### src/rtl/pipe_ctrl_pkg.sv
// Shared types for the pipeline controller: FSM state encoding, the packed
// pipeline-register control bundle and the canned control patterns.
package pipe_ctrl_pkg;

  localparam int REG_ADDR_W_DEF = 3;

  typedef enum logic [1:0] {
    ST_RUN     = 2'd0,
    ST_MEMWAIT = 2'd1,
    ST_HALT    = 2'd2,
    ST_ERR     = 2'd3
  } state_t;

  typedef struct packed {
    logic pc_en;
    logic ifid_en;
    logic ifid_flush;
    logic idex_en;
    logic idex_bubble;
    logic exmem_en;
    logic memwb_bubble;
  } ctrl_t;

  // Field order: pc_en, ifid_en, ifid_flush, idex_en, idex_bubble, exmem_en, memwb_bubble
  localparam ctrl_t CTRL_NORMAL = ctrl_t'(7'b1101010);
  localparam ctrl_t CTRL_BRANCH = ctrl_t'(7'b1111110);
  localparam ctrl_t CTRL_LDUSE  = ctrl_t'(7'b0001110);
  localparam ctrl_t CTRL_FREEZE = ctrl_t'(7'b0000001);
  localparam ctrl_t CTRL_SAFE   = ctrl_t'(7'b0010101);

  // Controls for a cycle in which the pipe is allowed to move.
  // A taken branch squashes the younger instructions, which makes any
  // load-use hazard on them moot.
  function automatic ctrl_t advance_ctrl(input logic branch, input logic load_use);
    ctrl_t c;
    c = CTRL_NORMAL;
    if (branch) begin
      c = CTRL_BRANCH;
    end else if (load_use) begin
      c = CTRL_LDUSE;
    end
    return c;
  endfunction

endpackage

### src/rtl/pipe_ctrl_hazard_detect.sv
// Combinational load-use hazard compare between the load in ID/EX and the
// source operands of the instruction in IF/ID.
module hazard_detect
  import pipe_ctrl_pkg::*;
#(
  parameter int REG_ADDR_W = REG_ADDR_W_DEF
) (
  input  logic                  i_idex_memread,
  input  logic [REG_ADDR_W-1:0] i_idex_rd,
  input  logic                  i_idex_rd_valid,
  input  logic [REG_ADDR_W-1:0] i_ifid_rs,
  input  logic                  i_ifid_rs_valid,
  input  logic [REG_ADDR_W-1:0] i_ifid_rt,
  input  logic                  i_ifid_rt_valid,
  output logic                  o_load_use
);

  logic w_rs_hit;
  logic w_rt_hit;

  assign w_rs_hit   = i_ifid_rs_valid & (i_ifid_rs == i_idex_rd);
  assign w_rt_hit   = i_ifid_rt_valid & (i_ifid_rt == i_idex_rd);
  assign o_load_use = i_idex_memread & i_idex_rd_valid & (w_rs_hit | w_rt_hit);

endmodule

### src/rtl/pipe_ctrl.sv
// Pipeline stall/flush controller: RUN/MEMWAIT/HALT/ERR FSM with a data-memory
// timeout. Define PIPE_CTRL_PERF_EN to build the saturating stall-cycle counter.
module pipe_ctrl
  import pipe_ctrl_pkg::*;
#(
  parameter int REG_ADDR_W  = REG_ADDR_W_DEF,
  parameter int MEM_TIMEOUT = 31
) (
  input  logic                  clk,
  input  logic                  rst,
  input  logic                  idex_memread,
  input  logic [REG_ADDR_W-1:0] idex_rd,
  input  logic                  idex_rd_valid,
  input  logic [REG_ADDR_W-1:0] ifid_rs,
  input  logic [REG_ADDR_W-1:0] ifid_rt,
  input  logic                  ifid_rs_valid,
  input  logic                  ifid_rt_valid,
  input  logic                  ex_branch_taken,
  input  logic                  dmem_req,
  input  logic                  dmem_done,
  input  logic                  halt_in,
  output logic                  pc_en,
  output logic                  ifid_en,
  output logic                  ifid_flush,
  output logic                  idex_en,
  output logic                  idex_bubble,
  output logic                  exmem_en,
  output logic                  memwb_bubble,
  output logic                  halted,
  output logic                  mem_err,
  output logic [1:0]            state,
  output logic [15:0]           stall_cycles
);

  localparam int CNT_W = (MEM_TIMEOUT > 0) ? $clog2(MEM_TIMEOUT + 1) : 1;
  localparam logic [CNT_W-1:0] TO_LIMIT   = CNT_W'(MEM_TIMEOUT);
  localparam logic             TO_ENABLED = (MEM_TIMEOUT != 0);

  state_t           r_state;
  state_t           w_next_state;
  logic [CNT_W-1:0] r_to_cnt;
  logic [CNT_W-1:0] w_to_cnt_next;
  ctrl_t            w_ctrl;
  logic             w_load_use;
  logic             w_mem_stall;

  hazard_detect #(.REG_ADDR_W(REG_ADDR_W)) u_hazard (
    .i_idex_memread  (idex_memread),
    .i_idex_rd       (idex_rd),
    .i_idex_rd_valid (idex_rd_valid),
    .i_ifid_rs       (ifid_rs),
    .i_ifid_rs_valid (ifid_rs_valid),
    .i_ifid_rt       (ifid_rt),
    .i_ifid_rt_valid (ifid_rt_valid),
    .o_load_use      (w_load_use)
  );

  assign w_mem_stall = dmem_req & ~dmem_done;

  always_ff @(posedge clk or negedge rst) begin
    if (!rst) begin
      r_state  <= ST_RUN;
      r_to_cnt <= '0;
    end else begin
      r_state  <= w_next_state;
      r_to_cnt <= w_to_cnt_next;
    end
  end

  always_comb begin
    w_next_state  = r_state;
    w_to_cnt_next = r_to_cnt;
    w_ctrl        = CTRL_SAFE;
    case (r_state)
      ST_RUN: begin
        w_to_cnt_next = '0;
        if (halt_in) begin
          w_ctrl       = CTRL_SAFE;
          w_next_state = ST_HALT;
        end else if (w_mem_stall) begin
          w_ctrl        = CTRL_FREEZE;
          w_next_state  = ST_MEMWAIT;
          w_to_cnt_next = CNT_W'(1);
        end else begin
          w_ctrl = advance_ctrl(ex_branch_taken, w_load_use);
        end
      end
      ST_MEMWAIT: begin
        // halt_in is not looked at here: WB is being bubbled, so it cannot be real.
        if (dmem_done) begin
          w_ctrl        = advance_ctrl(ex_branch_taken, w_load_use);
          w_next_state  = ST_RUN;
          w_to_cnt_next = '0;
        end else begin
          w_ctrl = CTRL_FREEZE;
          if (TO_ENABLED && (r_to_cnt == TO_LIMIT)) begin
            w_next_state = ST_ERR;
          end else if (r_to_cnt != {CNT_W{1'b1}}) begin
            w_to_cnt_next = r_to_cnt + CNT_W'(1);
          end
        end
      end
      ST_HALT: w_ctrl = CTRL_SAFE;
      ST_ERR:  w_ctrl = CTRL_SAFE;
      default: w_next_state = ST_RUN;
    endcase
    // Reset must drain the pipe immediately, not one clock later.
    if (!rst) begin
      w_ctrl = CTRL_SAFE;
    end
  end

  assign pc_en        = w_ctrl.pc_en;
  assign ifid_en      = w_ctrl.ifid_en;
  assign ifid_flush   = w_ctrl.ifid_flush;
  assign idex_en      = w_ctrl.idex_en;
  assign idex_bubble  = w_ctrl.idex_bubble;
  assign exmem_en     = w_ctrl.exmem_en;
  assign memwb_bubble = w_ctrl.memwb_bubble;
  assign halted       = rst & (r_state == ST_HALT);
  assign mem_err      = rst & (r_state == ST_ERR);
  assign state        = r_state;

`ifdef PIPE_CTRL_PERF_EN
  logic [15:0] r_stall_cycles;
  logic        w_stall_evt;

  assign w_stall_evt = ((r_state == ST_RUN) || (r_state == ST_MEMWAIT)) && !w_ctrl.pc_en;

  always_ff @(posedge clk or negedge rst) begin
    if (!rst) begin
      r_stall_cycles <= 16'd0;
    end else if (w_stall_evt && (r_stall_cycles != 16'hFFFF)) begin
      r_stall_cycles <= r_stall_cycles + 16'd1;
    end
  end

  assign stall_cycles = r_stall_cycles;
`else
  assign stall_cycles = 16'd0;
`endif

endmodule
### config.mk
export PLATFORM = sky130hd
export DESIGN_NAME = pipe_ctrl
export DESIGN_NICKNAME = d
export VERILOG_FILES = /design/src/rtl/pipe_ctrl_pkg.sv /design/src/rtl/pipe_ctrl_hazard_detect.sv /design/src/rtl/pipe_ctrl.sv
export SDC_FILE = /design/constraint.sdc
export NUM_CORES = 1
export LEC_CHECK = 0
export ABC_AREA = 1
export CAP_MARGIN = 25
export CORE_MARGIN = 10
export CORE_UTILIZATION = 41
export DETAILED_ROUTE_END_ITERATION = 16
export PLACE_DENSITY = 0.94
export SYNTH_ARGS = -nofsm -noshare
export SYNTH_HDL_FRONTEND = slang
export SYNTH_HIERARCHICAL = 1
export SYNTH_SLANG_ARGS = --single-unit
export TNS_END_PERCENT = 20
### constraint.sdc
create_clock -name clk -period 2.6 [get_ports clk]
set_input_delay 0.52 -clock clk [delete_from_list [all_inputs] [get_ports clk]]
set_output_delay 0.52 -clock clk [all_outputs]
set_load 0.1 [all_outputs]
==> impl_results.md, run 1 <==
- Die width: 65.0 um
- Max-Cap Viols: 0
- Synth top area cells: dfrtp_1 21%, nand2_1 17%, buf_4 16%
- DP Wirelength: 2.11 mm
- XOR/XNOR share of the synthesized area: 0%
- Main synth FF type: dfrtp_1
- Final setup violation count: 0
- Worst hold-check path type: flip-flop to flip-flop
- VDD IR max: 223 uV
- Clock latency on the worst-skew pair: 250 ps
- Reg2reg end: r_to_cnt[1]$_DFFE_PN0P_
- Worst Path Required: 2080 ps
- Die footprint: 4230 um2
- Reg-to-reg slack, setup: 1000 ps
- Final #Nets: 191
- Max-slew violation count: 0
- Final worst setup slack: 102 ps
- Drt wl/cell: 12.2 um
- Post-synthesis compound-gate area fraction: 6.63%
- Final ANT Viol Nets: 0
- CTS tree: done
- Worst r2r src: r_to_cnt[0]$_DFFE_PN0P_
- Main combinational cell family by area after synthesis: simple AND/OR/NAND/NOR gates
- Placer congestion estimate: 0.940
- Register area: 180 um2
- Gr usage total: 11.5%
- Reg2reg path depth: 8
- TritonRoute pass-1 iters: 4
- Setup TNS: 0 ps
- Io pins: 46
- Syn_area_per_cell: 6.02 um2
- Crit path arrival time: 1980 ps
- Hold_sp: r_to_cnt[4]$_DFFE_PN0P_
- CTS buffer count: 3
- Residual DRC count: 0
- Total power: 405 uW
- Initial antenna violation count: 0
- CTS sink cnt: 7
- Hold buffers post-CTS: 0
- Antenna Cells: 0
- Mux cell area share after synthesis: 0%
- Ratio of cells with drive above 1 in the final layout: 19.5%
- Clock root cell: clkbuf_4
- Maximum clock path buffer count: 2
- DR iter-0 viols: 33
- Simple-gate share of the synthesized area: 39.6%
- Synth warnings: 6
- Layout Skew: 5.06 ps
- Via-to-Cell Ratio: 4.63
- PD cells: 325 nW/um2
- Worst-path clk slew: 50 ps
- Synthesized area: 831 um2
- Vias in the first global route: 907
- Multi-input gate area: 498 um2
- Outcome: finished clean
- Pre-CTS WS: 50.1 ps
- Leading area contributor after synthesis: dfrtp_1
- Gr ovfl total: 0
- Die Ht: 65.0 um
- Area delta synth->final: 49.7%
- Max Freq: 0.400 GHz
- CP Capture Type: primary output
- Endpoints failing hold: 0
- Crit start category: input pin
- Tcrit/Tclk final: 96.1%
- Share of the yosys chip area belonging to registers: 21.1%
- Final design utilization: 64.0%
- Post-CTS setup buffer count: 0
- Post-synth cell types: 23
- Total wire length: 2.39 mm
- Synth Instances: 138
- Post-Synth Adder-Cell Area: 3.01%
- Pleak: 0.679 nW
- Fill cells: 163
- Flops & latches, synth: 7
- Crit-path max FO: 2
- Core Region: 1940 um2
- IO buf count: 29
- Unrepaired setup endpoints after global routing: no
- Largest net degree at the start of global routing: 11
- Crit path time final: 2500 ps
- EDFF count, synth: 0
- First-pass GRT wire length: 4.06 mm
- Min Hold Slack: 496 ps
- Post-synth top area share: 21.1%
- Initial Utilization: 42.8%
- Fraction of synthesis flops using an asynchronous set or reset pin: 100%
- Num rows: 16
- Detailed-route via count: 907
- H-Tree Depth: 1
- Critical path class: input pin to primary output
- Hold depth: 2
- Hold Path End: r_to_cnt[4]$_DFFE_PN0P_
==> kinds of logic (layout without fill, tap and decap cells) <==
family                     count (synthesis)  after routing
other                                      1             16
and+or+nand+nor                           74             74
AOI/OAI and AO/OA                         10             10
adders and majority gates                  2              2
DFF                                        7              7
buffers and inverters                     44             60
==> sequential cells by signal, summed over array words and instances (netlist names) <==
name      flops
state         2
r_to_cnt      5
==> cell usage in the layout, fill, tap and decap left out, types with 2 or more instances in the layout <==
master and n:
buf_12 9, clkbuf_4 3, o21ai_1 2, o21ai_0 5, buf_4 4, nor2_2 4
nor3_1 2, ha_1 2, nand4_1 2, nor3_2 2, dfrtp_1 5, nor2_1 14
nand3_1 8, nand2_1 36, inv_4 2, nand2_2 2, inv_1 22, dlymetal6s2s_1 5
conb_1 16, clkdlybuf4s50_1 13
==> per-stage QoR <==
| step | cell area (um2) | cells |
|---|---|---|
| floorplan | 940 | 153 |
| global placement | 1200 | 192 |
| detailed placement | 1200 | 192 |
| CTS | 1230 | 196 |
| global route | 1240 | 196 |
| finish | 1240 | 196 |
==> report_power, final <==
part	internal, mW	total (mW)	switching, mW
clock network	0.0584	0.0969	0.0385
registers	0.110	0.113	0.00298
logic	0.0427	0.194	0.152
==> worst max-delay path: stages <==
cell and delay, ps:
clkdlybuf4s50_1 470, nand2_1 50, inv_1 50, nor2_1 40, nor2_1 90, nand2_1 70
a21oi_2 150, nor2_1 50, nor2_1 90, o21ai_1 60, nand4_1 130, buf_12 190
==> cells in the mapped netlist, types with 2 or more instances <==
cell,n
o21ai_0,6
nor2_2,4
inv_1,23
nand4_1,2
ha_1,2
nor3_1,4
nand3_1,8
nor2_1,15
dfrtp_1,7
buf_4,18
nand2_1,37
==> metal layers <==
| layer | up-vias | share of wire [%] | global-route usage [%] |
|---|---|---|---|
| met5 | - | 0 | 0 |
| met4 | 0 | 0.96 | 5.08 |
| met3 | 4 | 6.0 | 2.41 |
| met2 | 32 | 57 | 22.8 |
| met1 | 415 | 36 | 11.0 |
| li1 | 456 | - | - |
==> layout make-up <==
type,instances,area share [%]
multi-input cells,102,40.0
repair buffers,31,32.4
flip-flops and latches,7,14.5
inverters,25,8.25
well taps,27,2.72
clock buffers,4,2.11
==> worst max-delay path by stage <==
stage                     slack (ps)            startpoint  depth (start not counted)     endpoint
after floorplan                 -300  state[0]$_DFFE_PN0P_                          7        pc_en
after global placement            80            idex_rd[0]                         12  idex_bubble
after detailed placement          50            idex_rd[1]                         12  idex_bubble
after CTS                         50            idex_rd[1]                         12  idex_bubble
after global routing              10            ifid_rs[2]                         12  idex_bubble
final                            100            ifid_rt[2]                         12  idex_bubble
==> what timing repair did <==
action,CTS,global route
gates resized for setup,0,6
hold endpoints to repair,0,0
endpoints found under the setup margin,0,3
Note: power is estimated with default switching activity, not from simulation.
==> inputs of run 2 (changes only) <==
--- a/config.mk
+++ b/config.mk
@@ -7,10 +7,12 @@
 export LEC_CHECK = 0
 export ABC_AREA = 1
 export CAP_MARGIN = 25
+export CELL_PAD_IN_SITES_DETAIL_PLACEMENT = 0
+export CELL_PAD_IN_SITES_GLOBAL_PLACEMENT = 2
 export CORE_MARGIN = 10
-export CORE_UTILIZATION = 41
+export CORE_UTILIZATION = 19
 export DETAILED_ROUTE_END_ITERATION = 16
-export PLACE_DENSITY = 0.94
+export PLACE_DENSITY = 0.92
 export SYNTH_ARGS = -nofsm -noshare
 export SYNTH_HDL_FRONTEND = slang
 export SYNTH_HIERARCHICAL = 1
==> run 2 against run 1 <==
Effect of this change: worst setup slack gained 58 ps; flip-flop and latch count is the same; largest power group unchanged; sequential power is essentially flat; power grew 12%; fmax grew 2.4%; die area grew 75%; via count shrank 8.0%; utilization shrank 33 points; routed wire length shrank 4.6%; highest routed layer is now met3.
==> impl_results.md, run 2 (synthesized netlist as in run 1, its figures left out) <==
- Largest Register: r_to_cnt
- Fill cells: 466 (+190%)
- TritonRoute pass-1 iters: 2 (-2)
- Initial antenna violation count: 0 (unchanged)
- Commonest non-fill, non-tap cell in the layout: nand2_1
- CP Capture Type: primary output
- CTS tree: done
- CTS buffer count: 3 (unchanged)
- Peak per-stage delay on the critical path: 450 ps (-20 ps)
- Worst hold-check path type: flip-flop to flip-flop
- Crit path arrival time: 1920 ps (-60 ps)
- Antenna Cells: 0 (unchanged)
- Vias in the first global route: 848 (-6.5%)
- Max-Cap Viols: 0 (unchanged)
- Layout Skew: 1.73 ps (-3.33 ps)
- Worst r2r src: r_to_cnt[0]$_DFFE_PN0P_
- Final #Nets: 191 (unchanged)
- Final setup violation count: 0 (unchanged)
- Critical path class: input pin to primary output
- Initial Utilization: 20.2% (-23 points)
- CTS sink cnt: 7 (unchanged)
- Final design utilization: 31.4% (-33 points)
- VDD IR max: 137 uV (-39%)
- Die Ht: 86.1 um (+32%)
- Detailed-route via count: 834 (-8.0%)
- Worst Path Required: 2080 ps (about the same)
- Outcome: finished clean
- Via-to-Cell Ratio: 3.81 (-18%)
- IO buf count: 29 (unchanged)
- H-Tree Depth: 1 (unchanged)
- Die footprint: 7420 um2 (+75%)
- Slowest cell on the critical path: clkdlybuf4s50_1
- Unrepaired setup endpoints after global routing: no
- Endpoints failing hold: 0 (unchanged)
- Core Region: 4120 um2 (+110%)
- DR iter-0 viols: 55 (+67%)
- Largest net degree at the start of global routing: 11 (unchanged)
- CP cell instances: clkdlybuf4s50_1, inv_1, nand2_1, nand2_1, nor2_1, nand2_1, a21oi_2, nor2_1, nor2_1, o21ai_1, nand4_1, buf_12
- First-pass GRT wire length: 3.77 mm (-7.1%)
- Crit-path max FO: 2 (unchanged)
- Worst-path clk slew: 40 ps (about the same)
- Total power: 454 uW (+12%)
- DP Wirelength: 2.01 mm (-4.6%)
- Residual DRC count: 0 (unchanged)
- Crit start category: input pin
- Num rows: 23 (+7)
- Max reg flops: 5 (unchanged)
- Post-CTS setup buffer count: 0 (unchanged)
- Gr ovfl total: 0 (unchanged)
- Total wire length: 2.28 mm (-4.6%)
- Most frequent cells in the layout: 36 x nand2_1, 22 x inv_1, 16 x conb_1, 14 x nor2_1, 12 x clkdlybuf4s50_1
- Pleak: 0.696 nW (+2.5%)
- Crit path time final: 2440 ps (-57.6 ps)
- Max-slew violation count: 0 (unchanged)
- Clock root cell: clkbuf_8
- Clock latency on the worst-skew pair: 220 ps (-30 ps)
- Die width: 86.1 um (+32%)
- Drt wl/cell: 10.4 um (-15%)
- Max Freq: 0.410 GHz (+2.4%)
- Tcrit/Tclk final: 93.9% (-2.2 points)
- Hold_sp: r_to_cnt[4]$_DFFE_PN0P_
- Gr usage total: 6.15% (-5.4 points)
- Ratio of cells with drive above 1 in the final layout: 19.5% (unchanged)
- Io pins: 46 (unchanged)
- Final ANT Viol Nets: 0 (unchanged)
- Setup crit start: ifid_rt[0]
- Maximum clock path buffer count: 2 (unchanged)
- Placer congestion estimate: 0.738 (-21%)
- PD cells: 351 nW/um2 (+7.9%)
- Area delta synth->final: 55.7%
[run 2: cell types whose count changed in the layout (fill, tap and decap cells not counted)]
cell,before,now
clkbuf_4,3,0
clkbuf_8,0,3
clkdlybuf4s50_1,13,12
dlymetal6s2s_1,5,6
[run 2: what timing repair did]
action                                  in CTS  in global routing
endpoints found under the setup margin       0                  1
hold buffers                                 0                  0
gates resized for setup                      0                  7
[run 2: worst max-delay path: cells and delay by family]
family	cells	cell delay [ps]
compound gates	2	200
buf+inv	3	690
simple gates	7	510
[run 2: routing by layer]
layer | part of all wire (%) | vias up | track usage [%]
li1 | - | 453 | -
met1 | 44 | 354 | 7.26
met4 | 0 | 0 | 0.898
met2 | 48 | 27 | 9.47
met5 | 0 | - | 0
met3 | 8.5 | 0 | 3.69
[run 2: final timing paths]
kind,end,slack (ps),cells after the start
min in group asynchronous,state[1]$_DFFE_PN0P_,550,1
hold / removal,r_to_cnt[4]$_DFFE_PN0P_,480,2
setup reg to reg,r_to_cnt[1]$_DFFE_PN0P_,1000,8
max in group asynchronous,state[0]$_DFFE_PN0P_,1640,2
setup / recovery,idex_bubble,160,12
hold reg to reg,r_to_cnt[4]$_DFFE_PN0P_,480,2
[run 2: layout make-up]
cell class,count,area (um2),share of cell area (%)
tap,50,62.6,4.84
multi-input combinational,102,498,38.5
inverter,25,103,7.93
timing repair buffer,31,405,31.3
clock buffer,4,45.0,3.48
sequential,7,180,13.9
[run 2: stage by stage]
step	instance area, um2	instances	setup TNS [ps]	worst slack, ps	hold WS, ps
floorplan	940	153	-621	-301	224
global placement	1230	215	0	47.5	474
detailed placement	1230	215	0	27.2	477
CTS	1280	219	0	28.5	489
global route	1290	219	0	15.7	521
finish	1290	219	0	160	484
[run 2: power breakdown]
group          switching [mW]  internal (mW)  total (mW)
Sequential            0.00312          0.111       0.114
Combinational           0.150         0.0424       0.192
Clock                  0.0427          0.106       0.148
Total                   0.195          0.259       0.454
==> inputs of run 3 (changes only) <==
--- a/config.mk
+++ b/config.mk
@@ -6,13 +6,14 @@
 export NUM_CORES = 1
 export LEC_CHECK = 0
 export ABC_AREA = 1
-export CAP_MARGIN = 25
+export CAP_MARGIN = 20
 export CELL_PAD_IN_SITES_DETAIL_PLACEMENT = 0
 export CELL_PAD_IN_SITES_GLOBAL_PLACEMENT = 2
 export CORE_MARGIN = 10
-export CORE_UTILIZATION = 19
+export CORE_UTILIZATION = 17
+export CTS_BUF_LIST = sky130_fd_sc_hd__clkbuf_2 sky130_fd_sc_hd__clkbuf_4 sky130_fd_sc_hd__clkbuf_8
 export DETAILED_ROUTE_END_ITERATION = 16
-export PLACE_DENSITY = 0.92
+export PLACE_DENSITY = 0.87
 export SYNTH_ARGS = -nofsm -noshare
 export SYNTH_HDL_FRONTEND = slang
 export SYNTH_HIERARCHICAL = 1
==> constraint.sdc (replaced) <==
create_clock -name clk -period 2 [get_ports clk]
set_input_delay 0.4 -clock clk [delete_from_list [all_inputs] [get_ports clk]]
set_output_delay 0.4 -clock clk [all_outputs]
set_load 0.1 [all_outputs]
==> run 3 against run 2 <==
Effect of this change: combinational power grew 33%; global-route usage down 0.21 points; sequential power rose by 31%; register-to-register slack worse by 660 ps; non-clock buffer count grew 9; first-iteration DRC count decreased by 67%; clock skew about the same; utilization shrank 2.1 points; flip-flop and latch count did not move; clock power rose by 41%; cell area grew 7.2%; critical path type unchanged; critical endpoint is now ifid_flush; largest power group unchanged.
==> impl_results.md, run 3 (synthesized netlist as in run 1, its figures left out) <==
- First-pass GRT wire length: 4.11 mm (+9.0%)
- Drt wl/cell: 9.71 um (-6.7%)
- Final setup violation count: 0 (unchanged)
- VDD IR max: 239 uV (+75%)
- Die Ht: 89.9 um (+4.4%)
- Vias in the first global route: 923 (+8.8%)
- Initial Utilization: 17.6% (-2.6 points)
- CTS sink cnt: 7 (unchanged)
- Pre-CTS WS: -346 ps (-373 ps)
- Top Usage Layer GRT: met2
- Worst hold-check path type: input pin to asynchronous set/reset pin
- Outcome: finished clean
- Largest net degree at the start of global routing: 11 (unchanged)
- Die width: 89.9 um (+4.4%)
- Reg-to-reg slack, setup: 340 ps (-660 ps)
- Min Hold Slack: 147 ps (-337 ps)
- Core Region: 4720 um2 (+15%)
- Max Freq: 0.517 GHz
- Endpoints failing hold: 0 (unchanged)
- Most frequent cells in the layout: 33 x nand2_1, 19 x inv_1, 16 x conb_1, 13 x buf_4
- Met2 GRT Util: 9.50% (+0.038 points)
- Area delta synth->final: 66.9%
- Total wire length: 2.38 mm (+4.4%)
- Maximum clock path buffer count: 2 (unchanged)
- Global-route met1 utilization: 7.24% (-0.020 points)
- Max-slew violation count: 0 (unchanged)
- Gr ovfl total: 0 (unchanged)
- Crit start category: input pin
- CTS tree: done
- Fill cells: 534 (+15%)
- Crit path time final: 1940 ps
- Final design utilization: 29.4% (-2.1 points)
- IO buf count: 29 (unchanged)
- Placer congestion estimate: 0.756 (+2.4%)
- Max reg flops: 5 (unchanged)
- Reg2reg path depth: 8 (unchanged)
- Max-Cap Viols: 0 (unchanged)
- GRT met3 Usage: 2.99% (-0.70 points)
- Gr usage total: 5.93% (-0.21 points)
- Largest Register: r_to_cnt
- Antenna Cells: 0 (unchanged)
- Io pins: 46 (unchanged)
- Layout Skew: 2.18 ps (+0.448 ps)
- Final #Nets: 200 (+4.7%)
- Ratio of cells with drive above 1 in the final layout: 34.3% (+15 points)
- Worst r2r src: r_to_cnt[0]$_DFFE_PN0P_
- Reg2reg end: r_to_cnt[1]$_DFFE_PN0P_
- Crit-path max FO: 3 (+1)
- Worst Path Required: 1600 ps (-480 ps)
- DR iter-0 viols: 18 (-67%)
- Die footprint: 8080 um2 (+9.0%)
- Hold buffers post-CTS: 0 (unchanged)
- Worst-path clk slew: 40 ps (about the same)
- Num rows: 25 (+8.7%)
- Commonest non-fill, non-tap cell in the layout: nand2_1
- Final ANT Viol Nets: 0 (unchanged)
- Clock latency on the worst-skew pair: 220 ps (about the same)
- H-Tree Depth: 1 (unchanged)
- Critical path class: input pin to primary output
- PD cells: 442 nW/um2 (+26%)
- Via-to-Cell Ratio: 3.59 (-5.7%)
- Clock root cell: clkbuf_8
- Residual DRC count: 0 (unchanged)
- Unrepaired setup endpoints after global routing: yes
- Pleak: 0.734 nW (+5.5%)
- DP Wirelength: 2.11 mm (+4.8%)
- TritonRoute pass-1 iters: 4 (+2)
- Detailed-route via count: 880 (+5.5%)
- CP Capture Type: primary output
- CTS buffer count: 3 (unchanged)
- Crit path arrival time: 1540 ps (-380 ps)
- Final worst setup slack: 64.1 ps (-95.5 ps)
- Tcrit/Tclk final: 96.8%
- Initial antenna violation count: 0 (unchanged)
[run 3: cell types whose count changed in the layout (fill, tap and decap cells not counted), sizes merged]
cell	delta
buf	+12
clkdlybuf4s50	-10
clkbuf	+6
clkdlybuf4s15	+1
dlygate4sd2	+3
dlymetal6s2s	-3
[run 3: through the flow]
stage                     setup TNS [ps]  area (um2)  cells  power, mW
after global placement             -1090        1340    240      0.413
after floorplan                    -3860         940    153      0.362
after detailed placement           -1180        1340    240      0.412
after global routing               -44.3        1390    245      0.645
after CTS                          -23.2        1390    245      0.620
final                                  0        1390    245      0.612
[run 3: worst max-delay path: stages]
cell and delay [ps]:
clkdlybuf4s50_1 450, nand2_1 60, inv_1 100, nor2_1 40, o21ai_0 140, nand3_1 140
buf_12 190
[run 3: metal layers]
| layer | part of all wire (%) | wire length [um] | vias up |
|---|---|---|---|
| li1 | - | - | 468 |
| met1 | 49 | 1160 | 379 |
| met3 | 6.7 | 160 | 0 |
| met4 | 0 | 0 | 0 |
| met2 | 45 | 1060 | 33 |
| met5 | 0 | 0 | - |
[run 3: final cells by class]
cell class	count	area [um2]	area share, %
repair buffers	40	453	32.7
clock buffers	4	48.8	3.52
flip-flops and latches	7	180	13.0
well taps	67	83.8	6.05
multi-input cells	102	518	37.4
inverters	25	103	7.40
[run 3: power by group]
group / internal (mW) / switching, mW
combinational: 0.0568 / 0.198
clock: 0.151 / 0.0571
sequential: 0.144 / 0.00514
[run 3: worst max path at each step]
| stage | start | endpoint | slack (ps) | cells past startpoint |
|---|---|---|---|---|
| 2_1_floorplan | state[0]$_DFFE_PN0P_ | pc_en | -780 | 7 |
| 3_3_place_gp | idex_rd[0] | idex_bubble | -310 | 12 |
| 3_5_place_dp | idex_rd[0] | idex_bubble | -350 | 12 |
| 4_1_cts | ifid_rt[0] | idex_bubble | -20 | 12 |
| 5_1_grt | dmem_req | ifid_flush | -30 | 7 |
| 6_report | dmem_req | ifid_flush | 60 | 7 |
[run 3: repair_timing]
action,in CTS,in global routing
pin swaps,18,18
setup buffers,1,0
resized for setup,25,27
endpoints found under the setup margin,9,7
